## src/rtl/uart_pkg.sv

```systemverilog
// ============================================================================
// Module : uart_pkg
// Brief  : Shared UART receiver state encoding, parity modes, helpers
// Rev    : 1.0  initial release
// ============================================================================
`default_nettype none

package uart_pkg;

  localparam int PARITY_NONE = 0;
  localparam int PARITY_ODD  = 1;
  localparam int PARITY_EVEN = 2;

  typedef enum logic [2:0] {
    S_IDLE      = 3'd0,
    S_START     = 3'd1,
    S_DATA      = 3'd2,
    S_PARITY    = 3'd3,
    S_STOP      = 3'd4,
    S_WAIT_IDLE = 3'd5
  } uart_rx_state_t;

  function automatic logic maj3(input logic a, input logic b, input logic c);
    return (a & b) | (a & c) | (b & c);
  endfunction

endpackage

`default_nettype wire

```

## src/rtl/uart_rx_sampler.sv

```systemverilog
// ============================================================================
// Module : uart_rx_sampler
// Brief  : 2-flop line synchronizer plus 3-sample majority of the synced line
// Rev    : 1.0  initial release
// ============================================================================
`default_nettype none

module uart_rx_sampler
  import uart_pkg::*;
(
  input  logic i_clk,
  input  logic i_rst,
  input  logic i_rx_serial,
  output logic o_line,
  output logic o_majority
);

  logic       r_meta;
  logic       r_sync;
  logic [1:0] r_hist;

  // Presets to the idle (high) level so reset never looks like a start bit
  always_ff @(posedge i_clk) begin
    if (i_rst) begin
      r_meta <= 1'b1;
      r_sync <= 1'b1;
      r_hist <= 2'b11;
    end else begin
      r_meta <= i_rx_serial;
      r_sync <= r_meta;
      r_hist <= {r_hist[0], r_sync};
    end
  end

  assign o_line     = r_sync;
  assign o_majority = maj3(r_sync, r_hist[0], r_hist[1]);

endmodule

`default_nettype wire

```

## src/rtl/uart_rx_cfg.sv

```systemverilog
// ============================================================================
// Module : uart_rx_cfg
// Brief  : Configurable UART receiver with held output word and overrun flag
// Rev    : 1.0  initial release
// ============================================================================
`default_nettype none

module uart_rx_cfg
  import uart_pkg::*;
#(
  parameter int CLOCK_FREQUENCY = 100_000_000,
  parameter int BAUD_RATE       = 9600,
  parameter int DATA_BITS       = 8,
  parameter int PARITY_MODE     = 0,
  parameter int STOP_BITS       = 1
) (
  input  logic                 i_clk,
  input  logic                 i_rst,
  input  logic                 i_rx_serial,
  output logic [DATA_BITS-1:0] o_rx_data,
  output logic                 o_rx_valid,
  input  logic                 i_rx_ready,
  output logic                 o_parity_err,
  output logic                 o_frame_err,
  output logic                 o_overrun
);

  localparam int c_CLOCKS_PER_BIT = CLOCK_FREQUENCY / BAUD_RATE;
  localparam int c_MID            = c_CLOCKS_PER_BIT / 2;
  localparam int c_CNT_W          = $clog2(c_CLOCKS_PER_BIT) + 1;

  localparam logic [c_CNT_W-1:0] c_CNT_LAST   = c_CNT_W'(c_CLOCKS_PER_BIT - 1);
  localparam logic [c_CNT_W-1:0] c_CNT_SAMPLE = c_CNT_W'(c_MID + 1);
  localparam logic [3:0]         c_LAST_DATA  = 4'(DATA_BITS - 1);
  localparam logic [3:0]         c_LAST_STOP  = 4'(STOP_BITS - 1);

  logic w_line;
  logic w_maj;
  logic w_sample;
  logic w_par_xor;

  uart_rx_state_t       r_state;
  logic [c_CNT_W-1:0]   r_cnt;
  logic [3:0]           r_bit_idx;
  logic [DATA_BITS-1:0] r_shift;
  logic                 r_par_err;
  logic                 r_frame_err;
  logic                 r_done;

  logic [DATA_BITS-1:0] r_data;
  logic                 r_valid;
  logic                 r_perr_q;
  logic                 r_ferr_q;
  logic                 r_overrun;

  uart_rx_sampler u_sampler (
    .i_clk       (i_clk),
    .i_rst       (i_rst),
    .i_rx_serial (i_rx_serial),
    .o_line      (w_line),
    .o_majority  (w_maj)
  );

  // The counter free-runs across bit boundaries, so every later bit is
  // sampled at the same phase as the start-bit majority decision.
  assign w_sample  = (r_cnt == c_CNT_SAMPLE);
  assign w_par_xor = (^r_shift) ^ w_maj;

  always_ff @(posedge i_clk) begin
    if (i_rst) begin
      r_state     <= S_IDLE;
      r_cnt       <= '0;
      r_bit_idx   <= '0;
      r_shift     <= '0;
      r_par_err   <= 1'b0;
      r_frame_err <= 1'b0;
      r_done      <= 1'b0;
    end else begin
      r_done <= 1'b0;
      if (r_state == S_IDLE || r_state == S_WAIT_IDLE || r_cnt == c_CNT_LAST) begin
        r_cnt <= '0;
      end else begin
        r_cnt <= r_cnt + 1'b1;
      end

      case (r_state)
        S_IDLE: begin
          if (!w_line) begin
            r_state     <= S_START;
            r_bit_idx   <= '0;
            r_par_err   <= 1'b0;
            r_frame_err <= 1'b0;
          end
        end
        S_START: begin
          if (w_sample) begin
            r_state <= w_maj ? S_IDLE : S_DATA;
          end
        end
        S_DATA: begin
          if (w_sample) begin
            r_shift <= {w_maj, r_shift[DATA_BITS-1:1]};
            if (r_bit_idx == c_LAST_DATA) begin
              r_bit_idx <= '0;
              r_state   <= (PARITY_MODE != PARITY_NONE) ? S_PARITY : S_STOP;
            end else begin
              r_bit_idx <= r_bit_idx + 1'b1;
            end
          end
        end
        S_PARITY: begin
          if (w_sample) begin
            r_par_err <= (PARITY_MODE == PARITY_ODD) ? ~w_par_xor : w_par_xor;
            r_state   <= S_STOP;
          end
        end
        S_STOP: begin
          if (w_sample) begin
            if (!w_maj) begin
              r_frame_err <= 1'b1;
            end
            if (r_bit_idx == c_LAST_STOP) begin
              r_bit_idx <= '0;
              r_done    <= 1'b1;
              r_state   <= w_line ? S_IDLE : S_WAIT_IDLE;
            end else begin
              r_bit_idx <= r_bit_idx + 1'b1;
            end
          end
        end
        S_WAIT_IDLE: begin
          if (w_line) begin
            r_state <= S_IDLE;
          end
        end
        default: r_state <= S_IDLE;
      endcase
    end
  end

  // Single-entry output register; a completed frame that finds it full and
  // not being drained is dropped and reported as an overrun.
  always_ff @(posedge i_clk) begin
    if (i_rst) begin
      r_data    <= '0;
      r_valid   <= 1'b0;
      r_perr_q  <= 1'b0;
      r_ferr_q  <= 1'b0;
      r_overrun <= 1'b0;
    end else begin
      r_overrun <= 1'b0;
      if (r_done && (!r_valid || i_rx_ready)) begin
        r_data   <= r_shift;
        r_perr_q <= r_par_err;
        r_ferr_q <= r_frame_err;
        r_valid  <= 1'b1;
      end else begin
        if (r_done) begin
          r_overrun <= 1'b1;
        end
        if (r_valid && i_rx_ready) begin
          r_valid <= 1'b0;
        end
      end
    end
  end

  assign o_rx_data    = r_data;
  assign o_rx_valid   = r_valid;
  assign o_parity_err = r_perr_q;
  assign o_frame_err  = r_ferr_q;
  assign o_overrun    = r_overrun;

endmodule

`default_nettype wire
```

## config.mk

```make
export PLATFORM = sky130hd
export DESIGN_NAME = uart_rx_cfg
export DESIGN_NICKNAME = d
export VERILOG_FILES = /design/src/rtl/uart_pkg.sv /design/src/rtl/uart_rx_sampler.sv /design/src/rtl/uart_rx_cfg.sv
export SDC_FILE = /design/constraint.sdc
export NUM_CORES = 1
export LEC_CHECK = 0
export ABC_AREA = 0
export CORE_UTILIZATION = 58
export CTS_CLUSTER_SIZE = 16
export DETAILED_ROUTE_END_ITERATION = 16
export DONT_BUFFER_PORTS = 1
export GPL_TIMING_DRIVEN = 0
export HOLD_SLACK_MARGIN = 0.1
export PLACE_DENSITY = 0.74
export RECOVER_POWER = 50
export SLEW_MARGIN = 20
export SYNTH_ARGS = -nofsm -noshare
export SYNTH_HDL_FRONTEND = slang
export SYNTH_SLANG_ARGS = --single-unit
```

## constraint.sdc

```tcl
create_clock -name i_clk -period 2.6 [get_ports i_clk]
set_input_delay 0 -clock i_clk [delete_from_list [all_inputs] [get_ports i_clk]]
set_output_delay 0 -clock i_clk [all_outputs]
set_load 0.02 [all_outputs]
```

# Word-level counts from Yosys, hierarchy flattened

Index checks and enable logic that the tools add are counted.

Bits in registers: 49
Bits in latches: 0
Memory bits (writable): 0
Bits in read-only memories: 0
Input port bits: 4
Output and inout bits: 12
Word-level logic and storage cells: 90
Memories kept: 0

$add $sub $neg: 2
$mul: 0
Div/mod/pow operators: 0
$lt $le $gt $ge: 0
Eq/ne operators: 17
Shift operators: 0
Muxes and demuxes: 27
Bitwise operators: 8
Reduce and logical (&&, ||, !) cells: 21

Operators with widths:

| kind                  | number |
|---|---|
| $mux 3                | 9 |
| $mux 4                | 5 |
| $pmux 3 s6            | 1 |
| $ne 2x2->1 const B    | 8 |
| $add 15x1->15 const B | 1 |
| $eq 15x13->1 const B  | 1 |
| $eq 15x14->1 const B  | 1 |
| $pmux 4 s3            | 1 |
| $mux 1                | 8 |
| $reduce_and 4->1      | 2 |
| $reduce_and 8->1      | 1 |
| $reduce_xor 8->1      | 1 |
| $eq 3x2->1 const B    | 2 |
| $eq 3x3->1 const B    | 2 |
| $reduce_bool 2->1     | 3 |
| $add 4x1->4 const B   | 1 |
| $eq 4x3->1 const B    | 1 |
| $logic_not 4->1       | 1 |
| $pmux 1 s2            | 2 |
| $reduce_or 2->1       | 2 |
| $and 1x1->1           | 3 |
| $eq 3x1->1 const B    | 1 |
| $logic_not 3->1       | 1 |
| $logic_or 1x1->1      | 3 |
| other kinds (11)      | 14 |

# Longest topological paths before layout

Gate-level depths: netlist of run 1.

Depth in word-level cells: 6
Mapped depth: 8
Mapped depth without buffers: 7

# Modules after synthesis

Synthesis of run 1 repeated with hierarchy kept, for this count alone.

Cells, all modules: 248
Area total of the unflattened synthesis: 2272.2 um^2

By module, submodules not included:

| module          | instances | cells each | area each (um^2) | sequential area each (um^2) |
|---|---|---|---|---|
| uart_rx_cfg     | 1         | 239        | 2155.8           | 900.9 |
| uart_rx_sampler | 1         | 9          | 116.4            | 80.1 |

# Worst setup path after synthesis of run 1

Ideal clock, no wire load.

Path type: flip-flop to flip-flop
Start: reg r_cnt[9]
End: reg r_bit_idx[3]
Data arrival time: 1.888 ns
Data required time: 2.530 ns
Path slack: 0.642 ns
Cell stages (with the launch flop): 6
Path buffers: 0
Clock period less this slack: 1.958 ns
Cells stage by stage: dfxtp_1 or3_4 nor4_4 a31oi_2 or4_1 a21oi_1

Cells in the longest elaborated chain, start to end: 3

Ends and longest elaborated chain:

| item                           | line               | text |
|---|---|---|
| from (decl)                    | uart_rx_cfg.sv:43  | `logic [c_CNT_W-1:0] r_cnt;` |
| from (signal assigned)         | uart_rx_cfg.sv:83  | `r_cnt <= r_cnt + 1'b1;` |
| $eq 15x13->1 (*)               | uart_rx_cfg.sv:66  | `assign w_sample = (r_cnt == c_CNT_SAMPLE);` |
| $ne 2x2->1 (no line)           | -                  |  |
| $reduce_and 4->1 (no line) (*) | -                  |  |
| to (signal assigned)           | uart_rx_cfg.sv:107 | `r_bit_idx <= r_bit_idx + 1'b1;` |
| to (signal assigned)           | uart_rx_cfg.sv:127 | `r_bit_idx <= r_bit_idx + 1'b1;` |
| to (decl)                      | uart_rx_cfg.sv:44  | `logic [3:0] r_bit_idx;` |

Every way passes the cells marked *; elsewhere a longest branch is shown, timed or not.
A chain may end at the register's enable or synchronous reset.

# Final worst setup path of run 1

Start: reg r_bit_idx[1]
End: reg r_state[1]

Cells in the longest elaborated chain, start to end: 3

Ends and longest elaborated chain:

| item                                                 | line                                   | text |
|---|---|---|
| $eq 4x3->1 / $logic_not 4->1 (equally long branches) | uart_rx_cfg.sv:103, uart_rx_cfg.sv:122 |  |
| $ne 2x2->1 (no line)                                 | -                                      |  |
| $reduce_and 8->1 (no line) (*)                       | -                                      |  |
| to (signal assigned)                                 | uart_rx_cfg.sv:97                      | `r_state <= w_maj ? S_IDLE : S_DATA;` |
| to (signal assigned)                                 | uart_rx_cfg.sv:105                     | `r_state <= (PARITY_MODE != PARITY_NONE) ? S_PARITY : S_STOP;` |
| to (signal assigned)                                 | uart_rx_cfg.sv:125                     | `r_state <= w_line ? S_IDLE : S_WAIT_IDLE;` |
| to (decl)                                            | uart_rx_cfg.sv:42                      | `uart_rx_state_t r_state;` |

Marks and branches as above.

==> results.py, run 1 <==
metrics = {
    "run_status": {
        "run_status": "complete, no violations",
    },
    "finish": {
        "fill_cells": 289,
        "final_core_util_pct": 68.0,
        "synthToLayoutAreaGrowth_pct": 8.71,
        "num_antenna_cells": 0,
        "final-instance-count-excl-fill": 288,
        "finalNetCount": 250,
        "layout-drive-gt1-share_pct": 7.85,
    },
    "clock_network": {
        "cts.repair_timing.setup_buffer_count": 0,
        "worst_setup_hold_path_clk_slew_ns": 0.09,
        "cts_made_buffers": 5,
        "clock_latency_ns": 0.30,
        "cts-root-buf": "sky130_fd_sc_hd__clkbuf_8",
        "tritoncts_clock_tree": "done",
        "htree_levels": 2,
        "cts-root-to-sink-buffers": 2,
        "clock_sinks": 49,
    },
    "place": {
        "place.port_buffers": 0,
        "detailedPlacementHpwl_microns": 2630,
        "routabilityCongestion": 0.833,
        "dp_slack_ns": 0.418,
        "dp_cells": 277,
    },
    "detailed_routing": {
        "detail_route.iter0.violations": 46,
        "drcViolationCount": 0,
        "drt_wl_total_microns": 3640,
        "drtPass1Iterations": 5,
        "dr_total_vias": 1600,
        "via_per_inst": 5.56,
        "drt-wirelength-per-cell_microns": 12.6,
        "ant_nets": 0,
    },
    "grt": {
        "antenna_found_initial": 0,
        "grt_start_max_net_pins": 15,
        "wire_length_of_the_first_global_routing_pass_microns": 6550,
        "grt_pass1_vias": 1575,
        "grt_remaining_overflow": 0,
        "grt_util_all_layers_pct": 20.4,
    },
    "synth": {
        "asyncSetResetFlopFracSynth_pct": 0,
        "synth-seq-area-share_pct": 45.2,
        "ranking_of_synthesized_cells_by_area": "sky130_fd_sc_hd__dfxtp_1, sky130_fd_sc_hd__mux2i_1, sky130_fd_sc_hd__nor2_1, sky130_fd_sc_hd__xnor2_1, sky130_fd_sc_hd__xor2_1",
        "post-synth-top-area-cell": "sky130_fd_sc_hd__dfxtp_1",
        "post_synth_net_total": 239,
        "number_of_synthesized_flops_with_an_enable_pin": 0,
        "yosysUniqueCellTypes": 44,
        "syn-instance-count": 231,
        "synth.yosys.warnings": 0,
        "syn-cell-area_sq_um": 2170,
        "synth_largest_type_area_fraction_pct": 45.2,
        "ys_seq_elements": 49,
        "synth_flop_cell": "sky130_fd_sc_hd__dfxtp_1",
        "post_synth.cell_area_avg_sq_um": 9.39,
    },
    "floorplan": {
        "die_y_microns": 63.2,
        "design.die.area_sq_um": 3990,
        "design.portCount": 16,
        "fp.coreArea_sq_um": 3470,
        "num_rows": 21,
        "chipWidth_microns": 63.2,
        "start_util_pct": 62.6,
    },
    "flow_run": {
        "max_cap_viol_count": 0,
    },
    "timing": {
        "layout_min_cycle_time_ns": 2.21,
        "finClkSkew_ns": 0.00862,
        "fmaxAchievable_mhz": 452,
        "finalSetupViolations": 0,
        "maxSlewHeadroom_pct": 52.5,
        "setup_ws_ns": 0.386,
        "timing_hold_violations_final": 0,
        "finalSetupTns_ns": 0,
        "final.hold.worst_slack_ns": 0.353,
        "final_min_period_over_clock_period_pct": 85.1,
        "finalMaxSlewViolations": 0,
        "rsz0062_at_grt": "false",
        "worst-slew-pin-transition_ns": 0.712,
    },
    "worst_setup_path": {
        "slowest_stage": "sky130_fd_sc_hd__or4b_1",
        "setup.worst_path.end": "r_state[1]",
        "path_buf_inv": 1,
        "worst_ep_required_time_ns": 2.83,
        "r2r_slack_ns": 0.39,
        "worstSetupEndpointType": "flip-flop",
        "arrival_ns": 2.45,
        "rr_worst_depth": 7,
        "start_kind": "flip-flop",
        "worst-path-stages": 7,
        "crit-reg2reg-capture": "r_state[1]",
        "timing.rr.start": "r_bit_idx[1]",
        "worstPathMaxFanout": 6,
        "critical_path.max_stage_delay_ns": 0.51,
        "path_class": "flip-flop to flip-flop",
        "cpLargestDelayFamily": "simple AND/OR/NAND/NOR gates",
        "worstPathCellList": "inv_1 -> ha_1 -> or3b_1 -> a22oi_1 -> o21ai_1 -> or4b_1 -> a21oi_1",
        "cp-startpoint": "r_bit_idx[1]",
    },
    "power": {
        "ir_drop_v": 0.000390,
        "pwr_density_cell_nw_per_um2": 549,
        "power_leakage_uw": 0.000879,
    },
    "hold_path": {
        "holdCritPathClass": "input port to flip-flop",
        "min_path_cells": 2,
    },
}
==> flip-flops by register name, summed over array words and instances, names as in the netlist, 2 cells and up <==
register,flops
r_state,3
r_shift,8
r_bit_idx,4
r_cnt,15
o_rx_data,8
u_sampler.r_hist,2
==> cells by family after synthesis <==
logic type	Yosys count	synth area share, %
flip-flops	49	45.2
AND/OR/NAND/NOR	101	25.5
XOR/XNOR	22	8.88
AO/OA/AOI/OAI	20	5.48
multiplexers	19	8.82
adder cells (fa/ha/maj)	5	2.77
buffers and inverters	15	3.34
==> cells in the final DEF, fill, tap and decap left out, types with 2 or more instances in the layout <==
cell type	Yosys	routed
sky130_fd_sc_hd__or4b_1	2	2
sky130_fd_sc_hd__xor2_1	8	8
sky130_fd_sc_hd__nand2_1	9	9
sky130_fd_sc_hd__or3_1	1	2
sky130_fd_sc_hd__xnor2_1	14	14
sky130_fd_sc_hd__and4_1	2	2
sky130_fd_sc_hd__inv_1	5	5
sky130_fd_sc_hd__dfxtp_1	49	49
sky130_fd_sc_hd__ha_1	4	4
sky130_fd_sc_hd__nor3b_1	2	2
sky130_fd_sc_hd__dlygate4sd3_1	0	4
sky130_fd_sc_hd__nor2b_1	3	3
sky130_fd_sc_hd__nor4_1	2	2
sky130_fd_sc_hd__a21oi_1	9	9
sky130_fd_sc_hd__nor3_1	4	4
sky130_fd_sc_hd__or3b_1	3	3
sky130_fd_sc_hd__or2_2	4	4
sky130_fd_sc_hd__nor2_1	45	45
sky130_fd_sc_hd__and3_1	2	2
sky130_fd_sc_hd__or4_1	2	2
sky130_fd_sc_hd__clkbuf_8	0	5
sky130_fd_sc_hd__nand3_1	10	10
sky130_fd_sc_hd__mux2i_1	18	18
sky130_fd_sc_hd__o21ai_0	5	5
sky130_fd_sc_hd__buf_4	4	2
sky130_fd_sc_hd__clkbuf_1	4	7
==> Yosys cell counts, types with 2 or more instances <==
cell	number
sky130_fd_sc_hd__dfxtp_1	49
sky130_fd_sc_hd__nor2_1	45
sky130_fd_sc_hd__mux2i_1	18
sky130_fd_sc_hd__xnor2_1	14
sky130_fd_sc_hd__nand3_1	10
sky130_fd_sc_hd__a21oi_1	9
sky130_fd_sc_hd__nand2_1	9
sky130_fd_sc_hd__xor2_1	8
sky130_fd_sc_hd__inv_1	5
sky130_fd_sc_hd__o21ai_0	5
sky130_fd_sc_hd__buf_4	4
sky130_fd_sc_hd__clkbuf_1	4
sky130_fd_sc_hd__ha_1	4
sky130_fd_sc_hd__nor3_1	4
sky130_fd_sc_hd__or2_2	4
sky130_fd_sc_hd__nor2b_1	3
sky130_fd_sc_hd__or3b_1	3
sky130_fd_sc_hd__and3_1	2
sky130_fd_sc_hd__and4_1	2
sky130_fd_sc_hd__nor3b_1	2
sky130_fd_sc_hd__nor4_1	2
sky130_fd_sc_hd__or4_1	2
sky130_fd_sc_hd__or4b_1	2
==> through the flow <==
| stage | power (uW) | instance area (sq um) |
|---|---|---|
| global placement | 795 | 2230 |
| CTS | 1310 | 2370 |
| finish | 1300 | 2360 |
| detailed placement | 796 | 2230 |
| global route | 1340 | 2360 |
| floorplan | 790 | 2170 |
==> worst reg2reg max path, stage by stage, from the launching register on <==
cell	delay [ns]
sky130_fd_sc_hd__dfxtp_1	0.33
sky130_fd_sc_hd__inv_1	0.08
sky130_fd_sc_hd__ha_1	0.13
sky130_fd_sc_hd__or3b_1	0.40
sky130_fd_sc_hd__a22oi_1	0.34
sky130_fd_sc_hd__o21ai_1	0.23
sky130_fd_sc_hd__or4b_1	0.51
sky130_fd_sc_hd__a21oi_1	0.13
==> metal layers <==
layer / global-route usage [%] / wire length, microns / vias to the layer above
met4: 9.01 / 52 / 0
li1: - / - / 814
met5: 0 / 0 / -
met2: 36.3 / 1800 / 38
met3: 4.71 / 143 / 6
met1: 23.0 / 1640 / 742
==> what timing repair did <==
item                      4_1_cts  5_1_grt
hold buffers                    4        0
gates resized for setup         0        0
hold endpoints to repair       12        0
==> worst min path at each step <==
| stage | slack [ns] | endpoint | start |
|---|---|---|---|
| after global routing | 0.37 | o_overrun | i_rx_ready |
| after floorplan | 0.08 | o_overrun | i_rx_ready |
| after global placement | 0.08 | o_overrun | i_rx_ready |
| final | 0.35 | o_overrun | i_rx_ready |
| after CTS | 0.34 | o_overrun | i_rx_ready |
| after detailed placement | 0.08 | o_overrun | i_rx_ready |
==> area by class of cell <==
| type | count | area, sq um | share of cell area (%) |
|---|---|---|---|
| Tap cell | 46 | 57.6 | 2.44 |
| Timing Repair Buffer | 4 | 40.0 | 1.70 |
| Clock inverter | 2 | 35.0 | 1.49 |
| Sequential cell | 49 | 981 | 41.6 |
| Clock buffer | 5 | 68.8 | 2.92 |
| Buffer | 10 | 46.3 | 1.96 |
| Multi-Input combinational cell | 167 | 1110 | 47.1 |
| Inverter | 5 | 18.8 | 0.796 |
==> power by group <==
group,internal [uW],switching [uW],total (uW)
logic,10.1,16.6,26.7
clock network,280,235,514
registers,752,2.47,755
No activity file was read; power rests on OpenSTA's default activity.
==> run 2, diff against run 1 <==
--- a/config.mk
+++ b/config.mk
@@ -6,6 +6,7 @@
 export NUM_CORES = 1
 export LEC_CHECK = 0
 export ABC_AREA = 0
+export CORE_MARGIN = 8
 export CORE_UTILIZATION = 58
 export CTS_CLUSTER_SIZE = 16
 export DETAILED_ROUTE_END_ITERATION = 16
==> results.py, run 2 (same netlist as run 1, synthesis figures left out) <==
metrics = {
    "worst_setup_path": {
        "start_kind": "flip-flop",
        "critical_path.max_stage_delay_ns": 0.55,
        "worst_ep_required_time_ns": 2.83,
        "cpLargestDelayFamily": "simple AND/OR/NAND/NOR gates",
        "worstSetupEndpointType": "flip-flop",
        "path_buf_inv": 0,
        "worstPathCellList": "or3_4 -> nor4_4 -> a31oi_2 -> or4b_1 -> a21oi_1",
        "worstPathMaxFanout": 7,
        "arrival_ns": 2.42,
        "path_class": "flip-flop to flip-flop",
        "slowest_stage": "sky130_fd_sc_hd__or4b_1",
        "r2r_slack_ns": 0.41,
    },
    "floorplan": {
        "design.portCount": 16,
        "chipWidth_microns": 77.2,
        "die_y_microns": 77.2,
        "design.die.area_sq_um": 5950,
        "start_util_pct": 59.7,
        "num_rows": 22,
        "fp.coreArea_sq_um": 3630,
    },
    "detailed_routing": {
        "met3_length_microns": 154,
        "drt_wl_total_microns": 3700,
        "drt-wirelength-per-cell_microns": 12.7,
        "wl_met2_microns": 1550,
        "dr_total_vias": 1532,
        "via_per_inst": 5.28,
        "route.top_layer_used": "met4",
        "drtPass1Iterations": 4,
        "ant_nets": 0,
        "detail_route.iter0.violations": 80,
        "drcViolationCount": 0,
        "detail_route.wirelength.met1_microns": 1920,
    },
    "timing": {
        "finalMaxSlewViolations": 0,
        "worst-slew-pin-transition_ns": 0.703,
        "finalSetupTns_ns": 0,
        "maxSlewHeadroom_pct": 53.2,
        "fmaxAchievable_mhz": 457,
        "finalSetupViolations": 0,
        "finClkSkew_ns": 0.00825,
        "layout_min_cycle_time_ns": 2.19,
        "rsz0062_at_grt": "false",
        "timing_hold_violations_final": 0,
        "final_min_period_over_clock_period_pct": 84.1,
        "setup_ws_ns": 0.413,
    },
    "clock_network": {
        "cts-root-buf": "sky130_fd_sc_hd__clkbuf_8",
        "cts-root-to-sink-buffers": 2,
        "tritoncts_clock_tree": "done",
        "cts.repair_timing.setup_buffer_count": 0,
        "worst_setup_hold_path_clk_slew_ns": 0.09,
        "clock_sinks": 49,
        "clock_latency_ns": 0.30,
        "htree_levels": 2,
        "cts_made_buffers": 5,
    },
    "power": {
        "pwr_density_cell_nw_per_um2": 524,
        "p_clk_share_pct": 36.6,
        "pwr-share-seq_pct": 61.2,
        "netSwitchingPower_uw": 261,
        "p_int_uw": 973,
        "power.switching_fraction_pct": 21.1,
        "total_power_uw": 1230,
        "power_leakage_uw": 0.000866,
        "ir_drop_v": 0.000414,
        "power_frac_comb_pct": 2.2,
    },
    "finish": {
        "most-common-layout-cells": "sky130_fd_sc_hd__dfxtp_1, sky130_fd_sc_hd__nor2_1, sky130_fd_sc_hd__mux2i_1, sky130_fd_sc_hd__xnor2_1, sky130_fd_sc_hd__nand3_1",
        "area_used_by_multi_input_combinational_logic_sq_um": 1120,
        "seqCellArea_sq_um": 981,
        "layout.cells.most_common": "sky130_fd_sc_hd__dfxtp_1",
        "synthToLayoutAreaGrowth_pct": 8.42,
        "largest_register_ffs": 15,
        "largest_register": "r_cnt",
        "num_antenna_cells": 0,
        "finalNetCount": 250,
        "layout-drive-gt1-share_pct": 8.26,
        "fill_cells": 317,
    },
    "place": {
        "routabilityCongestion": 0.749,
        "place.port_buffers": 0,
        "detailedPlacementHpwl_microns": 2630,
        "dp_slack_ns": 0.438,
    },
    "hold_path": {
        "holdCritPathClass": "input port to flip-flop",
    },
    "grt": {
        "grt_pass1_vias": 1459,
        "antenna_found_initial": 0,
        "grt_util_all_layers_pct": 13.3,
        "wire_length_of_the_first_global_routing_pass_microns": 6670,
        "grt_remaining_overflow": 0,
        "grt_start_max_net_pins": 15,
    },
    "run_status": {
        "run_status": "complete, no violations",
    },
    "flow_run": {
        "max_cap_viol_count": 0,
    },
}
==> run 2: what timing repair did <==
action                                 CTS  global route
endpoints found under the hold margin    8             0
hold buffers                             4             0
resized for setup                        0             0
==> run 2: layout make-up <==
type | count | area share, %
Buffer | 10 | 1.97
Clock buffer | 6 | 3.51
Clock inverter | 1 | 0.319
Inverter | 5 | 0.798
Multi-Input combinational cell | 167 | 47.4
Sequential cell | 49 | 41.7
Tap cell | 48 | 2.55
Timing Repair Buffer | 4 | 1.70
==> run 2: worst reg2reg max path, delay by kind of cell (launching register included) <==
kind,cells,cell delay (ns)
flops,1,0.34
simple gates,3,1.39
compound gates,2,0.40
==> run 2: power by group through the flow <==
| stage | Clock, uW | Combinational [uW] | Sequential (uW) |
|---|---|---|---|
| 3_3_place_gp | 0 | 23.5 | 773 |
| 2_1_floorplan | 0 | 18.1 | 772 |
| 3_5_place_dp | 0 | 24.1 | 773 |
| 6_report | 452 | 26.9 | 755 |
| 4_1_cts | 463 | 28.8 | 755 |
| 5_1_grt | 486 | 30.5 | 756 |
==> run 2: path summary, 6_finish.rpt <==
kind / cells past startpoint / to / from
setup / recovery: 5 / r_bit_idx[2] / r_cnt[9]
hold / removal: 2 / o_overrun / i_rx_ready
setup reg to reg: 5 / r_bit_idx[2] / r_cnt[9]
hold reg to reg: 1 / u_sampler.o_line / u_sampler.r_meta
==> run 2: through the flow <==
stage	utilization (%)	hold WS [ns]	instances	instance area, sq um
6_report	64.7	0.356	290	2350
5_1_grt	64.7	0.378	290	2350
4_1_cts	64.9	0.341	290	2360
3_5_place_dp	61.4	0.0836	279	2230
3_3_place_gp	61.4	0.0800	279	2230
2_1_floorplan	-	0.0793	231	2170
==> run 2: per-layer routing <==
| metal | global-route usage [%] | up-vias |
|---|---|---|
| met5 | 0 | - |
| met4 | 7.17 | 0 |
| li1 | - | 808 |
| met2 | 19.4 | 17 |
| met3 | 3.96 | 7 |
| met1 | 17.2 | 700 |
